### src/rtl/rbs_pkg.sv
// Shared constants and stage payload type for the pipelined ripple-borrow subtractor.
package rbs_pkg;

  localparam int unsigned RBS_WIDTH = 32;
  localparam int unsigned RBS_SLICE = 8;

  // Payload carried between stages: operands ride along until their chunk is consumed.
  typedef struct packed {
    logic                 valid;
    logic [RBS_WIDTH-1:0] a;
    logic [RBS_WIDTH-1:0] b;
    logic [RBS_WIDTH-1:0] d_partial;
    logic                 borrow;
  } rbs_stage_t;

  function automatic int unsigned rbs_stages(input int unsigned width, input int unsigned slice);
    return width / slice;
  endfunction

endpackage

### src/rtl/rbs_stage.sv
// One SLICE-bit ripple-borrow slice followed by its stage register with hold enable.
module rbs_stage
  import rbs_pkg::*;
#(
  parameter int unsigned SLICE   = RBS_SLICE,
  parameter int unsigned IDX     = 0,
  parameter type         stage_t = rbs_stage_t
) (
  input  logic   clk,
  input  logic   reset_n,
  input  logic   en,
  input  stage_t in_p,
  output stage_t nxt_c,
  output stage_t q
);

  localparam int unsigned LO = IDX * SLICE;

  logic [SLICE:0] diff_c;

  // Resolve chunk IDX; the extra MSB of the difference is the borrow out of this slice.
  always_comb begin
    diff_c = {1'b0, in_p.a[LO +: SLICE]} - {1'b0, in_p.b[LO +: SLICE]}
           - (SLICE + 1)'(in_p.borrow);
    nxt_c                        = in_p;
    nxt_c.d_partial[LO +: SLICE] = diff_c[SLICE-1:0];
    nxt_c.borrow                 = diff_c[SLICE];
  end

  always_ff @(posedge clk or negedge reset_n) begin
    if (!reset_n) begin
      q <= '0;
    end else if (en) begin
      q <= nxt_c;
    end
  end

endmodule

### src/rtl/rbs_pipe_clk.sv
// Pipelined ripple-borrow subtractor {bo,d} = a - b - bi with valid/ready handshake.
// Define RBS_OVF_EN to add the registered signed-overflow output ovf.
module rbs_pipe_clk
  import rbs_pkg::*;
#(
  parameter int unsigned WIDTH = RBS_WIDTH,
  parameter int unsigned SLICE = RBS_SLICE
) (
  input  logic             clk,
  input  logic             reset_n,
  input  logic             i_valid,
  output logic             i_ready,
  input  logic [WIDTH-1:0] a,
  input  logic [WIDTH-1:0] b,
  input  logic             bi,
  output logic             o_valid,
  input  logic             o_ready,
  output logic [WIDTH-1:0] d,
  output logic             bo
`ifdef RBS_OVF_EN
  ,
  output logic             ovf
`endif
);

  localparam int unsigned STAGES = rbs_stages(WIDTH, SLICE);

  typedef struct packed {
    logic             valid;
    logic [WIDTH-1:0] a;
    logic [WIDTH-1:0] b;
    logic [WIDTH-1:0] d_partial;
    logic             borrow;
  } stage_t;

  stage_t pipe_in;
  stage_t stage_q   [STAGES];
  stage_t stage_nxt [STAGES];
  logic   stall;
  logic   adv;

  // Whole pipe freezes while the output is held; no bubble collapsing.
  assign stall   = stage_q[STAGES-1].valid & ~o_ready;
  assign adv     = ~stall;
  assign i_ready = ~stall;

  always_comb begin
    pipe_in           = '0;
    pipe_in.valid     = i_valid;
    pipe_in.a         = a;
    pipe_in.b         = b;
    pipe_in.borrow    = bi;
  end

  for (genvar s = 0; s < STAGES; s++) begin : g_stage
    logic unused_nxt;
    assign unused_nxt = ^stage_nxt[s];

    if (s == 0) begin : g_first
      rbs_stage #(
        .SLICE   (SLICE),
        .IDX     (s),
        .stage_t (stage_t)
      ) u_stage (
        .clk     (clk),
        .reset_n (reset_n),
        .en      (adv),
        .in_p    (pipe_in),
        .nxt_c   (stage_nxt[s]),
        .q       (stage_q[s])
      );
    end else begin : g_rest
      rbs_stage #(
        .SLICE   (SLICE),
        .IDX     (s),
        .stage_t (stage_t)
      ) u_stage (
        .clk     (clk),
        .reset_n (reset_n),
        .en      (adv),
        .in_p    (stage_q[s-1]),
        .nxt_c   (stage_nxt[s]),
        .q       (stage_q[s])
      );
    end
  end

  assign o_valid = stage_q[STAGES-1].valid;
  assign d       = stage_q[STAGES-1].d_partial;
  assign bo      = stage_q[STAGES-1].borrow;

  logic unused_last;
  assign unused_last = ^{stage_q[STAGES-1].a, stage_q[STAGES-1].b};

`ifdef RBS_OVF_EN
  // Overflow flop loads alongside the last stage so it always matches d.
  always_ff @(posedge clk or negedge reset_n) begin
    if (!reset_n) begin
      ovf <= 1'b0;
    end else if (adv) begin
      ovf <= (stage_nxt[STAGES-1].a[WIDTH-1] != stage_nxt[STAGES-1].b[WIDTH-1]) &
             (stage_nxt[STAGES-1].d_partial[WIDTH-1] != stage_nxt[STAGES-1].a[WIDTH-1]);
    end
  end
`endif

endmodule
### config.mk
export PLATFORM = sky130hd
export DESIGN_NAME = rbs_pipe_clk
export DESIGN_NICKNAME = d
export VERILOG_FILES = /design/src/rtl/rbs_pkg.sv /design/src/rtl/rbs_stage.sv /design/src/rtl/rbs_pipe_clk.sv
export SDC_FILE = /design/constraint.sdc
export NUM_CORES = 1
export LEC_CHECK = 0
export CAP_MARGIN = 20
export CORE_UTILIZATION = 57
export CTS_CLUSTER_SIZE = 24
export DETAILED_ROUTE_END_ITERATION = 8
export PLACE_DENSITY = 0.9
export SETUP_SLACK_MARGIN = 0.2
export SYNTH_ARGS = -nofsm -noshare
export SYNTH_HDL_FRONTEND = slang
export SYNTH_SLANG_ARGS = --single-unit
export TNS_END_PERCENT = 20
### constraint.sdc
create_clock -name clk -period 2.62 [get_ports clk]
set_input_delay 0.393 -clock clk [delete_from_list [all_inputs] [get_ports clk]]
set_output_delay 0.393 -clock clk [all_outputs]
set_load 0.01 [all_outputs]
==> metrics.md <==
| Metric | Value |
|---|---|
| CTS tree | done |
| Detailed Routing Iterations Pass 1 | 5 |
| Synth Cell Area | 0.009229 mm2 |
| Largest net degree at the start of global routing | 114 |
| Antenna violations before repair | 2 |
| Detail Route Antenna Nets | 0 |
| Kind of capture point of the worst setup path | flip-flop |
| Cell count after synthesis | 1032 |
| Number of clock sinks | 184 |
| Unrepaired setup endpoints after global routing | true |
| Main area contributors after synthesis | dfrtp_1 (50%), nand2_1 (17%), ha_1 (7.6%) |
| Final clock period utilization by the worst path | 86.73% |
| Cell with the most instances on the worst path | inv_1 |
| Full die area | 0.01670 mm2 |
| Flip-flop cell with the highest count after synthesis | dfrtp_1 |
| Share of async-settable or async-resettable flops after synthesis | 100.0% |
| Worst voltage drop across the vdd grid | 0.6516 mV |
| HPWL reported at the end of detailed placement | 12400 um |
| Filler Cell Count | 1177 |
| Result of the run | completed |
| Fmax achieved | 440.1 MHz |
| Data required time at the worst endpoint | 2.95 ns |
| Final routed wire length divided by cell count | 13.64 um |
| Final Routed Wirelength | 18380 um |
| Via count of the first global-routing pass | 6862 |
| Master cell of the clock root buffer | clkbuf_16 |
| Number of slew-limit violations in the final report | 0 |
| Kind of launch point of the worst setup path | primary input |
| Synth area leader | dfrtp_1 |
| Final number of hold-violating endpoints | 0 |
| Sequential standard cell area | 0.004604 mm2 |
| Total nets after synthesis | 1165 |
| Maximum net fanout on the critical path | 2 |
| Min-delay worst type | flip-flop to flip-flop |
| Maximum single-stage delay on the critical path | 0.53 ns |
| Detailed-route vias per instance | 5.213 |
| Part of the Yosys area used for sequential elements | 49.89% |
| Clock latency on the worst-skew pair | 0.43 ns |
| Post-layout total power | 14730 uW |
| Horizontal die dimension | 129.2 um |
| Antenna diode count | 0 |
| Max-cap violations | 0 |
| Total routing usage reported by global routing | 23.79% |
| Average cell area after synthesis | 8.943 um2 |
| Leakage power summed over all cells | 0.005650 uW |
| Count of different cell masters after synthesis | 44 |
| Number of enable flip-flop cells after synthesis | 0 |
| Portion of synthesized cell area occupied by the leading cell type | 49.89% |
| Clock slew seen by the registers of the worst setup and hold paths | 0.06 ns |
| Number of DRC violations after detailed-routing iteration 0 | 399 |
| Bufs on Longest Clock Path | 2 |
| Inst Count DP | 1315 |
| Pwr/cell area | 1327 mW/mm2 |
| Area of combinational cells with multiple inputs | 0.004035 mm2 |
| Starting density of the core | 58.31% |
| Row cnt | 46 |
| Final number of setup-violating endpoints | 0 |
| Height of the die | 129.2 um |
| #FFs+latches synth | 184 |
| Cell with the largest stage delay on the worst path | fa_1 |
| Post-route worst hold slack | 0.4632 ns |
| Crit path DAT | 2.61 ns |
| Worst slew margin relative to its limit | 66.05% |
| Fin Clk Skew | 0.01101 ns |
| Worst Max-Slew Pin Slew | 0.5092 ns |
| Post-layout instance count excluding filler cells | 1348 |
| Final-stage net count | 1252 |
| Fraction of final layout cells with drive strength greater than 1 | 5.830% |
| Residual DRC count | 0 |
| Count of H-tree levels built during CTS | 4 |
| Cells along the critical path | clkdlybuf4s50_1, inv_1, fa_1, inv_1, ha_1, o21ai_0, a21boi_0, o311a_1, o31ai_1 |
| Most used cells in the layout excluding fill and tap cells | nand2_1 (407), dfrtp_1 (184), clkdlybuf4s50_1 (102) |
| Core footprint | 0.01583 mm2 |
| Number of buffers created by CTS | 17 |
| Via count of the routed design | 7027 |
| Commonest non-fill, non-tap cell in the layout | nand2_1 |
| Remaining global-route overflow | 0 |
| Layout area overhead | 20.27% |
| Port-buffer cells | 103 |
| Time the final worst path needs with I/O delays and setup | 2.272 ns |
| Gpl congestion | 0.8214 |
| Wire length of the first global-routing pass | 31180 um |
| Type of the worst setup path | primary input to flip-flop |
| Synth warnings | 0 |
| Number of ports placed on the die boundary | 104 |
| Sum of negative setup slack | 0 ns |
synthesized netlist by cell type (8+ instances only):
cell type  number
a211oi_1       11
nand2_1       407
fa_1            8
nand3b_1       12
o211a_1         8
a211oi_2        8
buf_2          40
a21oi_1        19
nor2_1         24
xor2_1          8
o21ai_0        48
ha_1           56
o31ai_1         8
inv_1          92
dfrtp_1       184
nor3_1          9
routing by layer:
metal / vias to the layer above / share of wire (%) / GRT usage (%)
li1: 3490 / - / -
met4: 4 / 2.1 / 8.443
met5: - / 0.15 / 0
met2: 166 / 51 / 41.14
met3: 30 / 4.4 / 5.533
met1: 3337 / 43 / 29.19
power by group:
part	internal [uW]	total (uW)	switching, uW	leakage (uW)
Clock	1650	2810	1160	0.000319
Combinational	3160	7140	3980	0.00313
Sequential	4110	4780	667	0.00220
Total	8930	14700	5800	0.00565
worst max-delay path, delay by kind of cell:
kind            cells  cell delay (ns)
buf+inv             3             0.55
fa+ha+maj           2             0.72
compound gates      4             0.94
cell families after synthesis:
kind of cell,after synthesis,share of synthesized area (%)
and+or+nand+nor,493,21.95
DFF,184,49.89
adders and majority gates,64,9.327
buffers and inverters,140,6.440
xor gates and xnor gates,12,1.139
AOI/OAI and AO/OA,139,11.25
path summary, 6_finish.rpt:
| path | startpoint | endpoint | slack (ns) | cells after the start |
|---|---|---|---|---|
| min reg2reg | g_stage[3].g_rest.u_stage.q[18]$_DFFE_PN0N_ | g_stage[3].g_rest.u_stage.q[18]$_DFFE_PN0N_ | 0.46 | 2 |
| min in group asynchronous | reset_n | g_stage[0].g_first.u_stage.q[92]$_DFFE_PN0N_ | 0.50 | 2 |
| max | b[0] | g_stage[0].g_first.u_stage.q[6]$_DFFE_PN0N_ | 0.35 | 9 |
| max in group asynchronous | reset_n | g_stage[2].g_rest.u_stage.q[22]$_DFFE_PN0N_ | 1.34 | 3 |
| max reg2reg | g_stage[2].g_rest.u_stage.q[0]$_DFFE_PN0N_ | g_stage[3].g_rest.u_stage.q[30]$_DFFE_PN0N_ | 0.38 | 8 |
| min | g_stage[3].g_rest.u_stage.q[18]$_DFFE_PN0N_ | g_stage[3].g_rest.u_stage.q[18]$_DFFE_PN0N_ | 0.46 | 2 |
through the flow:
step	cell area (um2)	worst slack [ns]	utilization, %
2_1_floorplan	9229	0.5503	-
3_3_place_gp	10440	-0.002867	65.98
3_5_place_dp	10440	-0.06000	65.98
4_1_cts	11100	0.3385	70.13
5_1_grt	11100	0.1688	70.13
6_report	11100	0.3476	70.13
final cells by class:
| class | count | area share, % |
|---|---|---|
| Timing Repair Buffer | 115 | 10.72 |
| Tap cell | 216 | 2.435 |
| Inverter | 93 | 3.190 |
| Multi-Input combinational cell | 708 | 36.35 |
| Sequential cell | 184 | 41.48 |
| Clock buffer | 18 | 3.957 |
| Clock inverter | 14 | 1.860 |
what timing repair did:
action | 4_1_cts | 5_1_grt
gates resized for setup | 0 | 1
endpoints found under the setup margin | 0 | 4
hold buffers | 1 | 0
buffers inserted | 0 | 0
endpoints found under the hold margin | 55 | 0
sequential cells by signal (all words and copies together) (netlist names):
| name | cells |
|---|---|
| g_stage.g_first.u_stage.q | 58 |
| g_stage.g_rest.u_stage.q | 126 |
No activity file was read; power rests on OpenSTA's default activity.
